**src/rtl/game_pkg.sv**
```systemverilog
// game_pkg: state encoding, point values and timing constants shared by the game-flow block
package game_pkg;
  typedef enum logic [2:0] {
    IDLE  = 3'd0,
    READY = 3'd1,
    PLAY  = 3'd2,
    DYING = 3'd3,
    CLEAR = 3'd4,
    OVER  = 3'd5
  } state_e;
  localparam logic [11:0] PTS_PELLET = 12'h010;
  localparam logic [11:0] PTS_POWER = 12'h050;
  localparam logic [11:0] PTS_GHOST = 12'h200;
  localparam int PELLETS = 244;
  localparam int LIVES_INIT = 3;
  localparam int READY_FRAMES = 120;
  localparam int DEATH_FRAMES = 90;
  localparam int CLEAR_FRAMES = 90;
  localparam int FRIGHT_FRAMES = 360;
endpackage

```
**src/rtl/game_flow_ctl_if.sv**
```systemverilog
// game_flow_ctl_if: buttons, gameCtl event strobes and display/control outputs of the game-flow block
interface game_flow_ctl_if;
  logic [3:0] btn;
  logic frame_tick;
  logic pellet_eaten;
  logic power_eaten;
  logic ghost_eaten;
  logic pac_hit;
  logic run_en;
  logic fright;
  logic pos_reset;
  logic maze_reset;
  logic [15:0] score;
  logic [1:0] lives;
  logic [3:0] level;
  logic [2:0] state;
  modport master (
    output btn, frame_tick, pellet_eaten, power_eaten, ghost_eaten, pac_hit,
    input run_en, fright, pos_reset, maze_reset, score, lives, level, state
  );
  modport slave (
    input btn, frame_tick, pellet_eaten, power_eaten, ghost_eaten, pac_hit,
    output run_en, fright, pos_reset, maze_reset, score, lives, level, state
  );
endinterface

```
**src/rtl/bcd_add_sat.sv**
```systemverilog
// bcd_add_sat: 4-digit packed BCD plus 3-digit BCD addend, clamped to 9999
module bcd_add_sat (
  input  logic [15:0] a_i,
  input  logic [11:0] b_i,
  output logic [15:0] sum_o
);
  logic [15:0] b;
  logic [15:0] s;
  logic [4:0] t;
  logic c;
  always_comb begin
    b = {4'h0, b_i};
    s = '0;
    t = '0;
    c = 1'b0;
    for (int i = 0; i < 4; i++) begin
      t = {1'b0, a_i[4*i +: 4]} + {1'b0, b[4*i +: 4]} + {4'h0, c};
      c = t > 5'd9;
      s[4*i +: 4] = c ? 4'(t - 5'd10) : t[3:0];
    end
    sum_o = c ? 16'h9999 : s;
  end
endmodule

```
**src/rtl/game_flow_ctl.sv**
```systemverilog
// game_flow_ctl: Pacman game-flow FSM owning score, lives, level, pellet count and fright timing
module game_flow_ctl
  import game_pkg::*;
(
  input logic clk,
  input logic reset,
  game_flow_ctl_if.slave bus
);
  state_e state_q, state_d;
  logic [3:0] btn_q;
  logic [3:0] level_q, level_d;
  logic [6:0] frm_q, frm_d, frm_lim;
  logic [8:0] frt_q, frt_d;
  logic [7:0] cnt_q, cnt_d;
  logic [15:0] score_q, score_d, score_sum;
  logic [11:0] pts;
  logic [1:0] lives_q, lives_d;
  logic fright_q, run_q, posr_q, posr_d, mazr_q, mazr_d;
  logic start, play, eat, timed, frm_done, clear_hit, die_hit, fresh, refill;
  bcd_add_sat u_add (
    .a_i(score_q),
    .b_i(pts),
    .sum_o(score_sum)
  );
  always_comb begin
    start = |(bus.btn & ~btn_q);
    play = state_q == PLAY;
    eat = play & (bus.pellet_eaten | bus.power_eaten);
    timed = (state_q == READY) | (state_q == DYING) | (state_q == CLEAR);
    frm_lim = state_q == READY ? 7'(READY_FRAMES - 1) :
              state_q == DYING ? 7'(DEATH_FRAMES - 1) : 7'(CLEAR_FRAMES - 1);
    frm_done = timed & bus.frame_tick & (frm_q == frm_lim);
    // clearing the maze outranks a fatal ghost contact in the same cycle
    clear_hit = eat & (cnt_q == 8'd1);
    die_hit = play & bus.pac_hit & ~fright_q & ~clear_hit;
    fresh = (state_q == IDLE) & start;
    refill = fresh | ((state_q == CLEAR) & frm_done);
    pts = (bus.pellet_eaten ? PTS_PELLET : 12'h0) + (bus.power_eaten ? PTS_POWER : 12'h0) +
          (bus.ghost_eaten & fright_q ? PTS_GHOST : 12'h0);
    state_d = state_q == IDLE  ? (start ? READY : IDLE) :
              state_q == READY ? (frm_done ? PLAY : READY) :
              state_q == PLAY  ? (clear_hit ? CLEAR : die_hit ? DYING : PLAY) :
              state_q == DYING ? (frm_done ? (lives_q != 2'd0 ? READY : OVER) : DYING) :
              state_q == CLEAR ? (frm_done ? READY : CLEAR) :
              state_q == OVER  ? (start ? IDLE : OVER) : IDLE;
    frm_d = state_d != state_q ? 7'd0 : frm_q + 7'(bus.frame_tick & timed);
    frt_d = state_d != PLAY ? 9'd0 :
            (play & bus.power_eaten) ? 9'(FRIGHT_FRAMES) :
            (bus.frame_tick & (frt_q != 9'd0)) ? frt_q - 9'd1 : frt_q;
    cnt_d = refill ? 8'(PELLETS) : cnt_q - 8'(eat);
    score_d = fresh ? 16'h0 : play ? score_sum : score_q;
    lives_d = fresh ? 2'(LIVES_INIT) : die_hit ? lives_q - 2'd1 : lives_q;
    level_d = fresh ? 4'd1 :
              ((state_q == CLEAR) & frm_done & (level_q != 4'd15)) ? level_q + 4'd1 : level_q;
    posr_d = refill | ((state_q == DYING) & frm_done & (lives_q != 2'd0));
    mazr_d = refill;
  end
  always_ff @(posedge clk) begin
    btn_q <= bus.btn;
    if (reset) begin
      state_q <= IDLE;
      frm_q <= '0;
      frt_q <= '0;
      cnt_q <= 8'(PELLETS);
      score_q <= '0;
      lives_q <= 2'(LIVES_INIT);
      level_q <= 4'd1;
      fright_q <= 1'b0;
      run_q <= 1'b0;
      posr_q <= 1'b0;
      mazr_q <= 1'b0;
    end else begin
      state_q <= state_d;
      frm_q <= frm_d;
      frt_q <= frt_d;
      cnt_q <= cnt_d;
      score_q <= score_d;
      lives_q <= lives_d;
      level_q <= level_d;
      fright_q <= frt_d != 9'd0;
      run_q <= state_d == PLAY;
      posr_q <= posr_d;
      mazr_q <= mazr_d;
    end
  end
  assign bus.run_en = run_q;
  assign bus.fright = fright_q;
  assign bus.pos_reset = posr_q;
  assign bus.maze_reset = mazr_q;
  assign bus.score = score_q;
  assign bus.lives = lives_q;
  assign bus.level = level_q;
  assign bus.state = state_q;
endmodule

```
**src/flat_wrapper.sv**
```systemverilog
// flat-port wrapper written by rule: the top's interface ports become plain ports
module game_flow_ctl_flat import game_pkg::*;
  (clk, reset, bus_btn, bus_frame_tick, bus_pellet_eaten, bus_power_eaten, bus_ghost_eaten, bus_pac_hit, bus_run_en, bus_fright, bus_pos_reset, bus_maze_reset, bus_score, bus_lives, bus_level, bus_state);
  game_flow_ctl_if bus_i ();
  input logic clk;
  input logic reset;
  input wire logic [$bits(bus_i.btn)-1:0] bus_btn;
  input wire logic [$bits(bus_i.frame_tick)-1:0] bus_frame_tick;
  input wire logic [$bits(bus_i.pellet_eaten)-1:0] bus_pellet_eaten;
  input wire logic [$bits(bus_i.power_eaten)-1:0] bus_power_eaten;
  input wire logic [$bits(bus_i.ghost_eaten)-1:0] bus_ghost_eaten;
  input wire logic [$bits(bus_i.pac_hit)-1:0] bus_pac_hit;
  output wire logic [$bits(bus_i.run_en)-1:0] bus_run_en;
  output wire logic [$bits(bus_i.fright)-1:0] bus_fright;
  output wire logic [$bits(bus_i.pos_reset)-1:0] bus_pos_reset;
  output wire logic [$bits(bus_i.maze_reset)-1:0] bus_maze_reset;
  output wire logic [$bits(bus_i.score)-1:0] bus_score;
  output wire logic [$bits(bus_i.lives)-1:0] bus_lives;
  output wire logic [$bits(bus_i.level)-1:0] bus_level;
  output wire logic [$bits(bus_i.state)-1:0] bus_state;
  assign bus_i.btn = bus_btn;
  assign bus_i.frame_tick = bus_frame_tick;
  assign bus_i.pellet_eaten = bus_pellet_eaten;
  assign bus_i.power_eaten = bus_power_eaten;
  assign bus_i.ghost_eaten = bus_ghost_eaten;
  assign bus_i.pac_hit = bus_pac_hit;
  assign bus_run_en = bus_i.run_en;
  assign bus_fright = bus_i.fright;
  assign bus_pos_reset = bus_i.pos_reset;
  assign bus_maze_reset = bus_i.maze_reset;
  assign bus_score = bus_i.score;
  assign bus_lives = bus_i.lives;
  assign bus_level = bus_i.level;
  assign bus_state = bus_i.state;
  game_flow_ctl u_core (.clk(clk), .reset(reset), .bus(bus_i));
endmodule
```
**config.mk**
```make
export PLATFORM = sky130hd
export DESIGN_NAME = game_flow_ctl_flat
export DESIGN_NICKNAME = d
export VERILOG_FILES = /design/src/rtl/game_pkg.sv /design/src/rtl/game_flow_ctl_if.sv /design/src/rtl/bcd_add_sat.sv /design/src/rtl/game_flow_ctl.sv /design/src/flat_wrapper.sv
export SDC_FILE = /design/constraint.sdc
export NUM_CORES = 1
export LEC_CHECK = 0
export BUFFER_PORTS_ARGS = -buffer_cell sky130_fd_sc_hd__buf_2
export CORE_ASPECT_RATIO = 1.25
export CORE_MARGIN = 4
export CORE_UTILIZATION = 40
export DETAILED_ROUTE_END_ITERATION = 8
export GPL_TIMING_DRIVEN = 0
export SYNTH_ARGS = -nofsm -noshare
export SYNTH_HDL_FRONTEND = slang
export SYNTH_HIERARCHICAL = 1
export SYNTH_SLANG_ARGS = --single-unit
export TNS_END_PERCENT = 100
```
**constraint.sdc**
```tcl
create_clock -name clk -period 5.04 [get_ports clk]
set_clock_uncertainty 0.1 [all_clocks]
set_input_delay 0.756 -clock clk [delete_from_list [all_inputs] [get_ports clk]]
set_output_delay 0.756 -clock clk [all_outputs]
set_load 0.05 [all_outputs]
```
==> out/qor.txt, run 1 <==
Starting Density - 41.3%
Sw Pwr - 272 uW
Worst-Skew Late Latency - 330 ps
setup violators final - 1
Hold Crit Depth - 2
final WL - 9.28 mm
antenna cells - 0
Min Hold Slack - 373 ps
Root Driver - clkbuf_16
total congestion overflow - 0
routability cong. - 0.847
Yosys top cell by area - dfxtp_1
PwrDens - 236 mW/mm^2
most common cell in the synthesized netlist - nand2_1
Hold Crit Class - flop to flop
crit path max fanout - 7
Area Growth Syn to Fin - 26.1%
Worst R2R Setup Slack - -10 ps
Worst path most repeated cell - fa_2
Hold Startpoint - u_core/bus.score[3]
Internal Power - 863 uW
crit path DAT - 5150 ps
async set-or-reset flop fraction in the synthesized netlist - 0%
vias in the first global route - 3392
Hold EP - u_core/bus.score[3]
Mapped Area - 0.00381 mm^2
Seq pwr share - 40.3%
Buffers on Ports - 38
Tcrit/Tclk final - 100%
Clock transition at path regs - 50 ps
Hold Vio Cnt, Final - 0
CP Capture Type - flop
maximum vdd drop - 0.186 mV
count of cell types in the netlist - 73
die area - 0.0112 mm^2
R2R Path Start - u_core/bus.score[1]
CTS sink cnt - 57
Final Critical Period - 5050 ps
Detail Route Antenna Nets - 0
Clock Power Share - 47.7%
hold buffers post-CTS - 0
Routed WL per cell - 13.6 um
largest net degree at the start of global routing - 11
top-level I/O count - 40
Vias - 3672
critical path's slowest cell - fa_2
setup TNS - -12.4 ps
top post-synthesis cells by count - nand2_1, dfxtp_1, a21oi_1
Worst-Margin Slew - 726 ps
row count - 39
layout cells sized above 1 - 22.0%
setup slack after layout - -12.4 ps
synth top area cells - dfxtp_1, ha_1, nand2_1, a21oi_1, xnor2_1
Max Cap Viol - 0
leakage - 0.00199 uW
Crit path depth - 25
nets@finish - 595
1st-pass router iterations - 4
Yosys top cell area share - 30.0%
Worst setup SP type - flop
CTS Buffer Depth - 2
Die Y - 117 um
final HPWL from detailed placement - 6.64 mm
placed insts - 646
CTS tree - built
Syn Area/Cell - 7.99 um^2
Cells after Synth - 477
post-synthesis sequential area ratio - 30.0%
RSZ-0062 raised after global routing - yes
Setup CP Type - flop to flop
Main synth FF type - dfxtp_1
RR Endpoint - u_core/bus.score[6]
register bit total from synthesis - 57
switching portion of total power - 24.0%
htree depth - 3
R2R cell count - 25
critical path's top delay family - adder cells
synth warn - 6
# DRC - 0
DRT iter0 DRCs - 141
failing checks - negative setup slack
slew margin rel. - 51.4%
antenna violations before repair - 0
outcome - complete, but fails checks
core box area - 0.00922 mm^2
die width - 95.3 um
buffers and inverters on the worst path - 5
crit-path max cell delay - 460 ps
Vias per Instance - 5.39
Post-synth EDFFs - 0
final cell count without fillers - 681
first-pass GRT wire length - 15.3 mm
CTS Buf Count - 9
Comb power frac - 12.0%
final slew viol count - 0
Fmax - 198 MHz
CP required - 5140 ps
GRT Util Overall - 17.5%
per-layer routing:
metal | vias up | track usage, % | wire length (um)
met5 | - | 0 | 0
met4 | 0 | 7.41 | 187
met3 | 13 | 4.67 | 469
met2 | 83 | 31.1 | 4700
met1 | 1709 | 19.6 | 3920
li1 | 1867 | - | -
logic make-up after synthesis:
| logic type | after synthesis | synth area share (%) |
|---|---|---|
| compound gates | 113 | 20.2 |
| xor+xnor | 22 | 5.25 |
| fa+ha+maj | 29 | 10.5 |
| buf+inv | 47 | 5.06 |
| flops | 57 | 30.0 |
| mux | 4 | 1.08 |
| other cells | 1 | 0.0984 |
| simple gates | 204 | 27.9 |
stage by stage:
step | total power [uW] | instance area [um^2] | util (%) | worst slack (ps)
floorplan | 560 | 3890 | - | -15.7
global placement | 586 | 4240 | 46.0 | -541
detailed placement | 588 | 4240 | 46.0 | -629
CTS | 1150 | 4740 | 51.4 | -155
global route | 1180 | 4800 | 52.1 | -222
finish | 1130 | 4800 | 52.1 | -12.4
cell type report:
| cell class | instances | area, um^2 |
|---|---|---|
| Fill cell | 891 | 4420 |
| Multi-Input combinational cell | 381 | 2680 |
| Sequential cell | 57 | 1150 |
| Timing Repair Buffer | 59 | 360 |
| Clock buffer | 14 | 264 |
| Tap cell | 123 | 154 |
| Inverter | 29 | 109 |
| Buffer | 18 | 90.1 |
power by group through the flow:
stage	Clock, uW	Sequential, uW	Combinational [uW]
2_1_floorplan	0	474	86.9
5_1_grt	576	457	151
4_1_cts	561	457	133
3_3_place_gp	0	466	120
6_report	542	457	136
3_5_place_dp	0	466	123
registers in the layout (all words and copies together) (netlist names):
register and count:
u_core/frm_q 7, u_core/bus.maze_reset 1, u_core/bus.level 4, u_core/bus.score 16
u_core/bus.run_en 1, u_core/bus.fright 1, u_core/btn_q 4, u_core/frt_q 9
u_core/cnt_q 8, u_core/bus.state 3, u_core/bus.lives 2, u_core/bus.pos_reset 1
timing repair:
item / 4_1_cts / 5_1_grt
pin swaps: 18 / 15
endpoints found under the setup margin: 14 / 14
resized for setup: 21 / 8
buffers inserted: 17 / 4
how the worst max path moves through the flow:
stage / from / slack, ps / endpoint
2_1_floorplan: u_core/bus.score[1] / -20 / u_core/bus.score[6]
3_3_place_gp: bus_power_eaten / -540 / u_core/bus.score[6]
3_5_place_dp: bus_power_eaten / -630 / u_core/bus.score[6]
4_1_cts: u_core/bus.score[1] / -150 / u_core/bus.score[6]
5_1_grt: u_core/bus.score[3] / -220 / u_core/bus.score[6]
6_report: u_core/bus.score[1] / -10 / u_core/bus.score[6]
cells in the final DEF, fill, tap and decap left out, types with 3 or more instances in the layout:
cell	n
a21o_1	6
and2_1	5
a221oi_1	3
nor3b_1	6
a21oi_2	9
o31ai_1	4
or3_1	5
nor4_1	7
ha_1	21
clkbuf_16	9
conb_1	9
or2_1	3
and3_1	7
nand2b_1	10
o21ai_0	11
mux2i_1	3
inv_1	26
nor3_1	25
o211ai_1	4
clkbuf_1	15
inv_2	3
buf_2	41
nand2_1	61
ha_4	3
a211oi_1	6
a31oi_1	7
xor2_1	4
nand2_2	3
nor2b_1	10
a21oi_1	27
xnor2_1	15
nor2_1	29
or4b_1	3
nand3_1	9
fa_2	5
buf_4	21
dfxtp_1	54
worst reg2reg max path, delay by kind of cell (launching register included):
family                   cells  cell delay (ps)
AO/OA/AOI/OAI                7             1000
buffers and inverters        5              350
adder cells (fa/ha/maj)      7             2340
flip-flops                   1              340
AND/OR/NAND/NOR              6              750
No activity file was read; power rests on OpenSTA's default activity.
==> run 2, diff against run 1 <==
--- a/config.mk
+++ b/config.mk
@@ -6,13 +6,12 @@
 export NUM_CORES = 1
 export LEC_CHECK = 0
 export BUFFER_PORTS_ARGS = -buffer_cell sky130_fd_sc_hd__buf_2
-export CORE_ASPECT_RATIO = 1.25
+export CORE_ASPECT_RATIO = 1.4
 export CORE_MARGIN = 4
 export CORE_UTILIZATION = 40
 export DETAILED_ROUTE_END_ITERATION = 8
 export GPL_TIMING_DRIVEN = 0
 export SYNTH_ARGS = -nofsm -noshare
 export SYNTH_HDL_FRONTEND = slang
-export SYNTH_HIERARCHICAL = 1
 export SYNTH_SLANG_ARGS = --single-unit
 export TNS_END_PERCENT = 100
==> run 2 against run 1 <==
Net effect: the run still ends with negative setup slack left; sequential power about the same; fmax down 3.2%; setup slack worse by 170 ps; design area down 13%; clock power down 27%; global-route usage down 0.34 points; combinational power down 53%; flip-flop and latch count unchanged; count of clock-buffer cells in the layout down 2; utilization up 1.4 points.
==> out/qor.txt, run 2 <==
die width - 84.2 um (was 95.3 um)
outcome - complete, but fails checks (unchanged)
critical path's top delay family - adder cells (unchanged)
Syn Area/Cell - 8.35 um^2 (was 7.99 um^2)
PwrDens - 218 mW/mm^2 (was 236 mW/mm^2)
largest net degree at the start of global routing - 11 (unchanged)
Max Cap Viol - 0 (unchanged)
GRT Util Overall - 17.2% (was 17.5%)
most common cell after layout, fill and taps aside - dfxtp_1 (was nand2_1)
CTS sink cnt - 57 (unchanged)
Cells after Synth - 390 (was 477)
Hold Crit Class - flop to flop (unchanged)
met2 usage - 30.8% (was 31.1%)
max reg flops - 16 (unchanged)
Setup CP Type - flop to flop (unchanged)
most common cell in the synthesized netlist - dfxtp_1 (was nand2_1)
setup violators final - 14 (was 1)
setup TNS - -1210 ps (was -12.4 ps)
Routed WL per cell - 14.2 um (was 13.6 um)
final cell count without fillers - 568 (was 681)
crit path max fanout - 5 (was 7)
Root Driver - clkbuf_8 (was clkbuf_16)
1st-pass router iterations - 4 (unchanged)
routability cong. - 0.789 (was 0.847)
Vias per Instance - 5.36 (was 5.39)
Cell Area, Placed - 0.00367 mm^2 (was 0.00424 mm^2)
grt peak-use layer - met2 (unchanged)
post-route cell area - 0.00419 mm^2 (was 0.00480 mm^2)
CTS Buf Count - 9 (unchanged)
Detail Route Antenna Nets - 0 (unchanged)
Vias - 3042 (was 3672)
GR Util met1 - 19.1% (was 19.6%)
Main synth FF type - dfxtp_1 (unchanged)
CP Capture Type - flop (unchanged)
CTS Buffer Depth - 2 (unchanged)
Worst setup SP type - flop (unchanged)
Fmax - 192 MHz (was 198 MHz)
CTS tree - built (unchanged)
htree depth - 3 (unchanged)
Clock transition at path regs - 70 ps (was 50 ps)
core box area - 0.00785 mm^2 (was 0.00922 mm^2)
Worst path most repeated cell - ha_4 (was fa_2)
Yosys top cell by area - dfxtp_1 (unchanged)
commonest non-fill, non-tap cells in the layout - dfxtp_1, nor2_1, buf_2 (was nand2_1, dfxtp_1, buf_2)
crit-path max cell delay - 560 ps (was 460 ps)
synth top area cells - dfxtp_1, ha_1, nor2_1, xnor2_1, a21oi_1 (was dfxtp_1, ha_1, nand2_1, a21oi_1, xnor2_1)
buffers and inverters on the worst path - 7 (was 5)
die area - 0.00967 mm^2 (was 0.0112 mm^2)
Hold Vio Cnt, Final - 0 (unchanged)
Buffers on Ports - 38 (unchanged)
DRT iter0 DRCs - 137 (was 141)
layout cells sized above 1 - 30.1% (was 22.0%)
Worst-Margin Slew - 756 ps (was 726 ps)
final WL - 8.08 mm (was 9.28 mm)
post-synthesis sequential area ratio - 35.0% (was 30.0%)
Final Critical Period - 5220 ps (was 5050 ps)
Starting Density - 41.5% (was 41.3%)
Yosys top cell area share - 35.0% (was 30.0%)
synth warn - 0 (was 6)
Mapped Area - 0.00326 mm^2 (was 0.00381 mm^2)
final HPWL from detailed placement - 5.66 mm (was 6.64 mm)
Tcrit/Tclk final - 104% (was 100%)
crit path DAT - 5380 ps (was 5150 ps)
top-level I/O count - 40 (unchanged)
antenna violations before repair - 0 (unchanged)
row count - 38 (was 39)
Area Growth Syn to Fin - 28.8% (was 26.1%)
final slew viol count - 0 (unchanged)
antenna cells - 0 (unchanged)
Min Hold Slack - 407 ps (was 373 ps)
leakage - 0.00176 uW (was 0.00199 uW)
failing checks - negative setup slack (unchanged)
maximum vdd drop - 0.117 mV (was 0.186 mV)
Post-synth EDFFs - 0 (unchanged)
placed insts - 528 (was 646)
hold buffers post-CTS - 0 (unchanged)
top post-synthesis cells by count - dfxtp_1, nor2_1, inv_1 (was nand2_1, dfxtp_1, a21oi_1)
Worst-Skew Late Latency - 340 ps (was 330 ps)
RSZ-0062 raised after global routing - yes (unchanged)
count of cell types in the netlist - 61 (was 73)
total congestion overflow - 0 (unchanged)
syn nets - 424
slew margin rel. - 49.2% (was 51.4%)
nets@finish - 497 (was 595)
async set-or-reset flop fraction in the synthesized netlist - 0% (unchanged)
register bit total from synthesis - 57 (unchanged)
CP required - 5200 ps (was 5140 ps)
Die Y - 115 um (was 117 um)
setup slack after layout - -178 ps (was -12.4 ps)
# DRC - 0 (unchanged)
critical path's slowest cell - fa_2 (unchanged)
vias in the first global route - 2998 (was 3392)
M3 GR Usage - 4.30% (was 4.67%)
first-pass GRT wire length - 13.4 mm (was 15.3 mm)
run 2: cell count changes after synthesis, sizes merged, moves of 4 or more:
cell / change
nor2b: -11
nor3: -12
nand2b: -8
ha: -4
nor2: +20
and2: -4
a21oi: -11
nand2: -39
o21ai: +7
run 2: kinds of logic after synthesis:
| group | after synthesis | share of synthesized area (%) |
|---|---|---|
| and+or+nand+nor | 145 | 23.2 |
| xor gates and xnor gates | 21 | 5.65 |
| muxes | 5 | 1.61 |
| adders and majority gates | 23 | 9.53 |
| AOI/OAI and AO/OA | 90 | 18.9 |
| DFF | 57 | 35.0 |
| buffers and inverters | 49 | 6.07 |
run 2: layout make-up:
class | instances | area (um^2)
fill | 768 | 3650
multi-input combinational | 284 | 2140
sequential | 57 | 1150
timing repair buffer | 63 | 389
clock buffer | 12 | 155
inverter | 32 | 125
tap | 100 | 125
buffer | 16 | 85.1
clock inverter | 4 | 27.5
run 2: metrics by stage:
stage               power [uW]  utilization (%)  setup WS [ps]
global placement           523             46.8           -923
finish                     914             53.4           -178
global route               950             53.4           -370
floorplan                  506                -           -323
detailed placement         524             46.8           -934
CTS                        922             51.8           -201
run 2: layer usage:
layer	routed length, um	share of wire [%]
met4	184	2.3
met1	3400	42
met5	0	0
met2	4140	51
met3	356	4.4
run 2: power by group:
group | internal [uW] | switching [uW] | total, uW
combinational | 22.0 | 41.5 | 63.5
clock | 204 | 192 | 396
sequential | 453 | 1.18 | 454
run 2: repair_timing:
action,in CTS,in global routing
buffers inserted,17,8
setup endpoints to repair,16,16
pin swaps,20,11
resized for setup,16,17
run 2: path summary, 6_finish.rpt:
kind / startpoint / end / slack (ps) / cells past startpoint
setup reg to reg: u_core.bus.score[2] / u_core.bus.score[10] / -180 / 26
hold / removal: u_core.bus.lives[1] / u_core.bus.lives[1] / 410 / 2
hold reg to reg: u_core.bus.lives[1] / u_core.bus.lives[1] / 410 / 2
setup / recovery: u_core.bus.score[2] / u_core.bus.score[10] / -180 / 26
run 2: worst min-delay path, stage by stage, from the launching register on:
cell and delay, ps:
dfxtp_1 320, nand2_1 60, o211ai_1 70
==> run 3, diff against run 2 <==
--- a/config.mk
+++ b/config.mk
@@ -5,7 +5,7 @@
 export SDC_FILE = /design/constraint.sdc
 export NUM_CORES = 1
 export LEC_CHECK = 0
-export BUFFER_PORTS_ARGS = -buffer_cell sky130_fd_sc_hd__buf_2
+export BUFFER_PORTS_ARGS = -buffer_cell sky130_fd_sc_hd__buf_4
 export CORE_ASPECT_RATIO = 1.4
 export CORE_MARGIN = 4
 export CORE_UTILIZATION = 40
==> run 3 against run 2 <==
Net effect: the run still ends with negative setup slack left; count of clock-buffer cells in the layout grew 1; total power is 0.34% higher; critical path depth stayed put; routed wire length up 2.7%; global-route usage grew 0.75 points; highest routed layer unchanged; register-to-register slack about the same; largest power group unchanged; clock power about the same; utilization grew 2.1 points; sequential power is essentially flat.
==> out/qor.txt, run 3 (synthesized netlist as in run 2, its figures left out) <==
crit path max fanout - 6 (was 5)
final slew viol count - 0 (unchanged)
Fmax - 192 MHz (about the same)
first-pass GRT wire length - 14.0 mm (was 13.4 mm)
# DRC - 0 (unchanged)
Worst-Skew Late Latency - 350 ps (was 340 ps)
Area Growth Syn to Fin - 33.7% (was 28.8%)
Hold Crit Depth - 2 (unchanged)
outcome - complete, but fails checks (unchanged)
crit-path max cell delay - 640 ps (was 560 ps)
Detail Route Antenna Nets - 0 (unchanged)
Root Driver - clkbuf_8 (unchanged)
row count - 38 (unchanged)
CP Capture Type - flop (unchanged)
CTS sink cnt - 57 (unchanged)
total congestion overflow - 0 (unchanged)
hold buffers post-CTS - 0 (unchanged)
PwrDens - 211 mW/mm^2 (was 218 mW/mm^2)
GRT Util Overall - 17.9% (was 17.2%)
DRT iter0 DRCs - 139 (was 137)
die area - 0.00967 mm^2 (unchanged)
CP required - 5160 ps (was 5200 ps)
top-level I/O count - 40 (unchanged)
Starting Density - 41.5% (unchanged)
Hold Crit Class - flop to flop (unchanged)
Vias per Instance - 5.35 (was 5.36)
commonest non-fill, non-tap cells in the layout - buf_4, dfxtp_1, nor2_1 (was dfxtp_1, nor2_1, buf_2)
Setup CP Type - flop to flop (unchanged)
RSZ-0062 raised after global routing - yes (unchanged)
R2R cell count - 26 (unchanged)
Worst setup SP type - flop (unchanged)
critical path's slowest cell - fa_2 (unchanged)
setup violators final - 10 (was 14)
Tcrit/Tclk final - 103% (was 104%)
final HPWL from detailed placement - 5.69 mm (was 5.66 mm)
Final Critical Period - 5210 ps (was 5220 ps)
htree depth - 3 (unchanged)
post-route cell area - 0.00435 mm^2 (was 0.00419 mm^2)
Cell Area, Placed - 0.00377 mm^2 (was 0.00367 mm^2)
maximum vdd drop - 0.114 mV (was 0.117 mV)
largest net degree at the start of global routing - 11 (unchanged)
CTS tree - built (unchanged)
most common cell after layout, fill and taps aside - buf_4 (was dfxtp_1)
final WL - 8.29 mm (was 8.08 mm)
core box area - 0.00785 mm^2 (unchanged)
Clock transition at path regs - 60 ps (was 70 ps)
CTS Buffer Depth - 2 (unchanged)
layout cells sized above 1 - 31.9% (was 30.1%)
Vias - 3065 (was 3042)
Max Cap Viol - 0 (unchanged)
Buffers on Ports - 38 (unchanged)
failing checks - negative setup slack (unchanged)
die width - 84.2 um (unchanged)
nets@finish - 503 (was 497)
Hold Vio Cnt, Final - 0 (unchanged)
setup slack after layout - -167 ps (was -178 ps)
Routed WL per cell - 14.5 um (was 14.2 um)
fill count - 743 (was 768)
max reg flops - 16 (unchanged)
antenna cells - 0 (unchanged)
Worst-Margin Slew - 733 ps (was 756 ps)
antenna violations before repair - 0 (unchanged)
leakage - 0.00182 uW (was 0.00176 uW)
slew margin rel. - 50.7% (was 49.2%)
CTS Buf Count - 9 (unchanged)
vias in the first global route - 2973 (was 2998)
Die Y - 115 um (unchanged)
crit path DAT - 5320 ps (was 5380 ps)
setup TNS - -636 ps (was -1210 ps)
1st-pass router iterations - 4 (unchanged)
routability cong. - 0.759 (was 0.789)
Worst path most repeated cell - ha_4 (unchanged)
run 3: changes by cell type in the layout (fill, tap and decap cells not counted), sizes merged:
cell      delta
buf          +6
clkbuf       +1
clkinvlp     -2
run 3: per-stage QoR:
step                setup WS, ps  utilization, %  hold WS, ps  total power [uW]  cells
finish                      -167            55.5          407               917    573
global route                -319            55.5          407               956    573
floorplan                   -323               -          366               506    390
detailed placement          -915            48.1          389               527    528
CTS                         -189            53.8          401               932    570
global placement            -901            48.1          384               526    528
run 3: worst paths after layout:
check	start	endpoint	slack [ps]
max	u_core.bus.score[1]	u_core.bus.score[2]	-170
min	u_core.bus.lives[1]	u_core.bus.lives[1]	410
max reg2reg	u_core.bus.score[1]	u_core.bus.score[2]	-170
min reg2reg	u_core.bus.lives[1]	u_core.bus.lives[1]	410
run 3: worst max-delay path: cells and delay by family (launching register included):
kind            cells  cell delay, ps
compound gates     10            1450
flops               1             350
simple gates        3             270
fa+ha+maj           8            2480
buf+inv             5             380
run 3: per-layer routing:
metal	global-route usage (%)	vias up	wire (um)
li1	-	1545	-
met1	19.9	1444	3430
met2	31.7	63	4310
met3	5.02	13	382
met4	7.94	0	170
met5	0	-	0
run 3: power by group:
group	switching, uW	leakage (uW)	internal (uW)	total, uW
clock	183	0.0000915	215	398
sequential	1.18	0.000464	453	455
combinational	40.5	0.00126	23.8	64.3
total	225	0.00182	692	917
run 3: timing repair:
action                                  in CTS  in global routing
endpoints found under the setup margin      16                 16
setup buffers                               27                  4
pin swaps                                   13                 10
resized for setup                           14                 26
run 3: final cells by class:
cell class	count	area, um^2	area share [%]
tap	100	125	2.87
timing repair buffer	69	537	12.3
clock buffer	13	169	3.88
sequential	57	1150	26.4
buffer	16	75.1	1.72
multi-input combinational	284	2160	49.6
clock inverter	2	12.5	0.287
inverter	32	125	2.87
